`config.mk`:
```
export PLATFORM = sky130hd
export DESIGN_NAME = mul_div_iter_flat
export DESIGN_NICKNAME = d
export VERILOG_FILES = /design/src/rtl/mul_div_iter_if.sv /design/src/rtl/mul_div_iter.sv /design/src/flat_wrapper.sv
export SDC_FILE = /design/constraint.sdc
export NUM_CORES = 1
export LEC_CHECK = 0
export CAP_MARGIN = 20
export CORE_MARGIN = 2
export CORE_UTILIZATION = 65
export CTS_CLUSTER_DIAMETER = 200
export DETAILED_ROUTE_END_ITERATION = 7
export MAX_ROUTING_LAYER = met4
export PLACE_DENSITY = 0.93
export SLEW_MARGIN = 25
export SYNTH_ARGS = -nofsm -noshare
export SYNTH_HDL_FRONTEND = slang
export SYNTH_SLANG_ARGS = --single-unit
```
`constraint.sdc`:
```
create_clock -name clk -period 19.9 [get_ports clk]
set_input_delay 3.98 -clock clk [delete_from_list [all_inputs] [get_ports clk]]
set_output_delay 3.98 -clock clk [all_outputs]
set_load 0.1 [all_outputs]
```
`src/rtl/mul_div_iter_if.sv`:
```
// Start/finish handshake bundle for the iterative multiply/divide unit.
interface mul_div_iter_if #(
  parameter int unsigned WIDTH = 32
);
  logic               start;
  logic [1:0]         op;
  logic [WIDTH-1:0]   a;
  logic [WIDTH-1:0]   b;
  logic [2*WIDTH-1:0] res;
  logic               finish;
  logic               busy;
  logic               div_zero;

  modport master (
    output start, op, a, b,
    input  res, finish, busy, div_zero
  );

  modport slave (
    input  start, op, a, b,
    output res, finish, busy, div_zero
  );
endinterface

```
`src/rtl/mul_div_iter.sv`:
```
// Iterative signed/unsigned multiply (radix-2 shift-add) and divide (restoring) unit.
// Operates on magnitudes and applies two's-complement sign correction in a final FIX cycle.
module mul_div_iter #(
  parameter int unsigned WIDTH = 32
) (
  input logic           clk,
  input logic           rst,
  mul_div_iter_if.slave bus
);
  localparam int unsigned CNT_W = $clog2(WIDTH + 1);

  typedef enum logic [1:0] {StIdle, StCalc, StFix, StDone} state_e;

  state_e             state_q, state_d;
  logic [CNT_W-1:0]   cnt_q, cnt_d;
  logic               is_div_q, is_div_d;
  logic [WIDTH-1:0]   m_q, m_d;
  logic [WIDTH-1:0]   a_raw_q, a_raw_d;
  logic [2*WIDTH-1:0] p_q, p_d;
  logic [2*WIDTH-1:0] res_q, res_d;
  logic [WIDTH:0]     rem_q, rem_d;
  logic               neg_res_q, neg_res_d;
  logic               neg_rem_q, neg_rem_d;
  logic               bz_q, bz_d;
  logic               dz_q, dz_d;

  logic               sgn;
  logic [WIDTH-1:0]   abs_a, abs_b;
  logic [WIDTH:0]     sum, shifted, diff;
  logic [WIDTH-1:0]   quot, rem_w;

  assign sgn     = bus.op[0];
  assign abs_a   = (sgn && bus.a[WIDTH-1]) ? -bus.a : bus.a;
  assign abs_b   = (sgn && bus.b[WIDTH-1]) ? -bus.b : bus.b;
  // Multiply: p holds {partial product high half, remaining multiplier bits}.
  assign sum     = {1'b0, p_q[2*WIDTH-1:WIDTH]} + {1'b0, (p_q[0] ? m_q : {WIDTH{1'b0}})};
  // Divide: p low half shifts dividend bits out and quotient bits in.
  assign shifted = {rem_q[WIDTH-1:0], p_q[WIDTH-1]};
  assign diff    = shifted - {1'b0, m_q};
  assign quot    = p_q[WIDTH-1:0];
  assign rem_w   = rem_q[WIDTH-1:0];

  always_comb begin
    state_d   = state_q;
    cnt_d     = cnt_q;
    is_div_d  = is_div_q;
    m_d       = m_q;
    a_raw_d   = a_raw_q;
    p_d       = p_q;
    res_d     = res_q;
    rem_d     = rem_q;
    neg_res_d = neg_res_q;
    neg_rem_d = neg_rem_q;
    bz_d      = bz_q;
    dz_d      = dz_q;

    case (state_q)
      StIdle: begin
        if (bus.start) begin
          is_div_d  = bus.op[1];
          a_raw_d   = bus.a;
          bz_d      = (bus.b == '0);
          neg_res_d = sgn & (bus.a[WIDTH-1] ^ bus.b[WIDTH-1]);
          neg_rem_d = sgn & bus.a[WIDTH-1];
          if (bus.op[1]) begin
            m_d = abs_b;
            p_d = {{WIDTH{1'b0}}, abs_a};
          end else begin
            m_d = abs_a;
            p_d = {{WIDTH{1'b0}}, abs_b};
          end
          rem_d   = '0;
          cnt_d   = '0;
          dz_d    = 1'b0;
          state_d = StCalc;
        end
      end
      StCalc: begin
        cnt_d = cnt_q + CNT_W'(1);
        if (is_div_q) begin
          if (shifted >= {1'b0, m_q}) begin
            rem_d = diff;
            p_d   = {p_q[2*WIDTH-1:WIDTH], p_q[WIDTH-2:0], 1'b1};
          end else begin
            rem_d = shifted;
            p_d   = {p_q[2*WIDTH-1:WIDTH], p_q[WIDTH-2:0], 1'b0};
          end
        end else begin
          p_d = {sum, p_q[WIDTH-1:1]};
        end
        if (cnt_q == CNT_W'(WIDTH - 1)) begin
          state_d = StFix;
        end
      end
      StFix: begin
        if (is_div_q) begin
          if (bz_q) begin
            res_d = {a_raw_q, {WIDTH{1'b1}}};
            dz_d  = 1'b1;
          end else begin
            res_d = {(neg_rem_q ? -rem_w : rem_w), (neg_res_q ? -quot : quot)};
          end
        end else begin
          res_d = neg_res_q ? -p_q : p_q;
        end
        state_d = StDone;
      end
      StDone: begin
        state_d = StIdle;
      end
      default: begin
        state_d = StIdle;
      end
    endcase
  end

  always_ff @(posedge clk or posedge rst) begin
    if (rst) begin
      state_q   <= StIdle;
      cnt_q     <= '0;
      is_div_q  <= 1'b0;
      m_q       <= '0;
      a_raw_q   <= '0;
      p_q       <= '0;
      res_q     <= '0;
      rem_q     <= '0;
      neg_res_q <= 1'b0;
      neg_rem_q <= 1'b0;
      bz_q      <= 1'b0;
      dz_q      <= 1'b0;
    end else begin
      state_q   <= state_d;
      cnt_q     <= cnt_d;
      is_div_q  <= is_div_d;
      m_q       <= m_d;
      a_raw_q   <= a_raw_d;
      p_q       <= p_d;
      res_q     <= res_d;
      rem_q     <= rem_d;
      neg_res_q <= neg_res_d;
      neg_rem_q <= neg_rem_d;
      bz_q      <= bz_d;
      dz_q      <= dz_d;
    end
  end

  assign bus.res      = res_q;
  assign bus.finish   = (state_q == StDone);
  assign bus.busy     = (state_q != StIdle);
  assign bus.div_zero = dz_q;
endmodule
```
`src/flat_wrapper.sv`:
```
// flat-port wrapper written by rule: the top's interface ports become plain ports
module mul_div_iter_flat 
#(
  parameter int unsigned WIDTH = 32
)
  (clk, rst, bus_start, bus_op, bus_a, bus_b, bus_res, bus_finish, bus_busy, bus_div_zero);
  mul_div_iter_if #(.WIDTH(WIDTH)) bus_i ();
  input logic clk;
  input logic rst;
  input wire logic [$bits(bus_i.start)-1:0] bus_start;
  input wire logic [$bits(bus_i.op)-1:0] bus_op;
  input wire logic [$bits(bus_i.a)-1:0] bus_a;
  input wire logic [$bits(bus_i.b)-1:0] bus_b;
  output wire logic [$bits(bus_i.res)-1:0] bus_res;
  output wire logic [$bits(bus_i.finish)-1:0] bus_finish;
  output wire logic [$bits(bus_i.busy)-1:0] bus_busy;
  output wire logic [$bits(bus_i.div_zero)-1:0] bus_div_zero;
  assign bus_i.start = bus_start;
  assign bus_i.op = bus_op;
  assign bus_i.a = bus_a;
  assign bus_i.b = bus_b;
  assign bus_res = bus_i.res;
  assign bus_finish = bus_i.finish;
  assign bus_busy = bus_i.busy;
  assign bus_div_zero = bus_i.div_zero;
  mul_div_iter #(.WIDTH(WIDTH)) u_core (.clk(clk), .rst(rst), .bus(bus_i));
endmodule
```
==> reports/metrics.yaml <==
finish:
  nets: 2282
  layout.cells.non_filler: 2495
  area_growth_pct: 14.4
  layout_commonest_cell: "dfrtp_1"
  drive_gt1_frac: 0.0695
  final_cell_mix: "234 x dfrtp_1, 219 x nand2_1, 207 x a21oi_1, 206 x nor2_1, 178 x o21ai_0"
logic_synthesis:
  synth_ff_type: "dfrtp_1"
  syn-num-nets: 2228
  netlist_instances: 2084
  synth-seq-cells: 237
  avgSynthCellArea_um2: 8.29
  synth_edf_count: 0
  ys_types: 67
  yosysWarnings: 0
  async_flop_share: 1.00
  syn-cell-area_um2: 17300
  ys_seq_area_frac: 0.343
die:
  initial_core_util: 0.663
  num_io_pins: 136
  die_x_um: 167
  die_area_um2: 27900
  fp-row-count: 59
  die_h_um: 167
  coreArea_um2: 26100
sta:
  whs_ps: 469
  finalSetupViolCount: 0
  max_freq_mhz: 149
  post-route-period-util: 0.337
  finalClockSkew_ps: 13.9
  min_period_ps: 6710
  hold_viol_final: 0
  slew_viol_final: 0
  worstMarginPinSlew_ps: 1090
  maxSlewHeadroom: 0.271
  fin_tns_setup_ps: 0
  rsz0062_at_grt: "no"
placement:
  io_buffer_count: 135
  dp_hpwl_um: 40800
  dp_cells: 2444
  place_congestion: 1.00
detailed_routing:
  drc: 0
  final_antenna_net_count: 0
  drtPass1Iterations: 6
  wl_um: 56800
  drt-initial-drc-count: 2279
  wl_per_cell_um: 22.8
  vias_per_cell: 6.78
  vias: 16900
clocking:
  post_cts_buffers: 0
  cts_buffers: 27
  clk_pin_slew_worst_paths_ps: 60
  clockBufferDepth: 3
  root_buffer: "clkbuf_16"
  cts_tree: "yes"
  ctsHoldBuffers: 0
  h-tree-depth: 1
  clock_latency_ps: 570
  post_cts_resized: 0
  clock-sinks: 237
setup_path:
  required_ps: 20390
  startpoint_type: "input port"
  arrival_ps: 7200
  crit_type: "in -> reg"
  end_kind: "flip-flop"
  worstPathMaxFanout: 4
global_routing:
  grt_pass1_wl_um: 89100
  antenna_found_initial: 1
  grt.total_usage: 0.412
  grt_start_max_net_pins: 110
  grt-ovfl-total: 0
  grt_pass1_vias: 16200
power:
  peakVddDrop_v: 0.000241
  p_leak_nw: 8.38
  power.density_nw_per_um2: 170
outcome:
  status: "finished, final reports clean"
hold_path:
  hold_class: "reg -> reg"
flow_run:
  cap_violations: 0
[worst max-delay path, stage by stage]
cell,delay (ps)
clkdlybuf4s50_1,530
nor3_1,390
nand2_1,180
nor4_1,390
nand2b_1,200
nor4_1,340
nand2_1,210
o41ai_1,360
xor2_1,150
mux2_2,290
a21oi_1,160
[synth_stat cells, types with 11 or more instances]
cell / count / area, µm²
a22o_1: 11 / 96.3
a31oi_1: 16 / 100
nor4_1: 11 / 68.8
dfrtp_1: 237 / 5930
o221ai_1: 23 / 201
nor3_1: 30 / 150
nand2_1: 221 / 830
ha_1: 73 / 913
o21a_1: 12 / 90.1
o41ai_1: 17 / 149
xnor2_1: 89 / 780
nor2_1: 207 / 777
nand3_1: 38 / 190
a21oi_1: 207 / 1040
xor2_1: 112 / 981
a211oi_1: 27 / 203
o31ai_1: 41 / 308
mux2_2: 49 / 552
mux2i_1: 48 / 480
o211ai_1: 21 / 158
and3_1: 20 / 125
a21o_1: 27 / 203
nand2b_1: 25 / 156
clkbuf_1: 108 / 405
o21ai_0: 179 / 896
or3_1: 20 / 125
or4_1: 12 / 90.1
inv_1: 80 / 300
[per-layer routing]
metal | track usage | wire length, µm | vias to the layer above | part of all wire
li1 | - | - | 7508 | -
met1 | 0.533 | 21900 | 7987 | 0.39
met2 | 0.626 | 25500 | 1149 | 0.45
met3 | 0.0604 | 5660 | 260 | 0.10
met4 | 0.225 | 3760 | 0 | 0.066
met5 | - | 0 | - | 0
[flip-flops by register name, indices dropped and copies added, names as in the netlist]
signal / flops
u_core.p_q: 64
u_core.a_raw_q: 32
u_core.state_q: 2
u_core.neg_res_q: 1
u_core.bus.res: 64
u_core.bz_q: 1
u_core.is_div_q: 1
u_core.bus.div_zero: 1
u_core.neg_rem_q: 1
u_core.cnt_q: 6
u_core.rem_q: 32
u_core.m_q: 32
[worst paths after layout]
kind / startpoint / end / slack (ps) / depth (start not counted)
min reg2reg: u_core.m_q[25] / u_core.m_q[25] / 470 / 2
max: bus_a[15] / u_core.p_q[28] / 13190 / 11
max in group asynchronous: rst / u_core.a_raw_q[7] / 14520 / 3
min in group asynchronous: rst / u_core.bus.res[31] / 3950 / 2
min: u_core.m_q[25] / u_core.m_q[25] / 470 / 2
max reg2reg: u_core.p_q[0] / u_core.p_q[63] / 15370 / 14
[report_power, final]
group | total (mW) | switching (mW) | leakage (nW) | internal (mW)
logic | 1.88 | 1.29 | 4.92 | 0.591
registers | 0.890 | 0.223 | 2.95 | 0.668
clock network | 0.580 | 0.218 | 0.508 | 0.361
total | 3.35 | 1.73 | 8.38 | 1.62
[through the flow]
stage / power, mW / worst slack [ps] / instance area (µm²) / util
CTS: 3.30 / 13300 / 19700 / 0.758
floorplan: 2.20 / 9420 / 17300 / -
global placement: 2.64 / 12930 / 18700 / 0.718
finish: 3.35 / 13190 / 19800 / 0.758
global route: 3.50 / 13040 / 19800 / 0.758
detailed placement: 2.71 / 12840 / 18700 / 0.718
[layout make-up]
cell class | count | area (µm²)
clock inverters | 11 | 226
diodes | 1 | 2.50
well taps | 335 | 419
inverters | 80 | 308
multi-input cells | 1642 | 10600
repair buffers | 150 | 1460
clock buffers | 39 | 811
flip-flops and latches | 237 | 5940
fillers | 1767 | 6300
[cell families after synthesis]
| family | Yosys count | synth area share |
|---|---|---|
| AND/OR/NAND/NOR | 634 | 0.167 |
| AO/OA/AOI/OAI | 633 | 0.225 |
| flip-flops | 237 | 0.343 |
| buffers and inverters | 205 | 0.0454 |
| XOR/XNOR | 201 | 0.102 |
| multiplexers | 99 | 0.0613 |
| adder cells (fa/ha/maj) | 75 | 0.0552 |
Note: power is estimated with default switching activity, not from simulation.
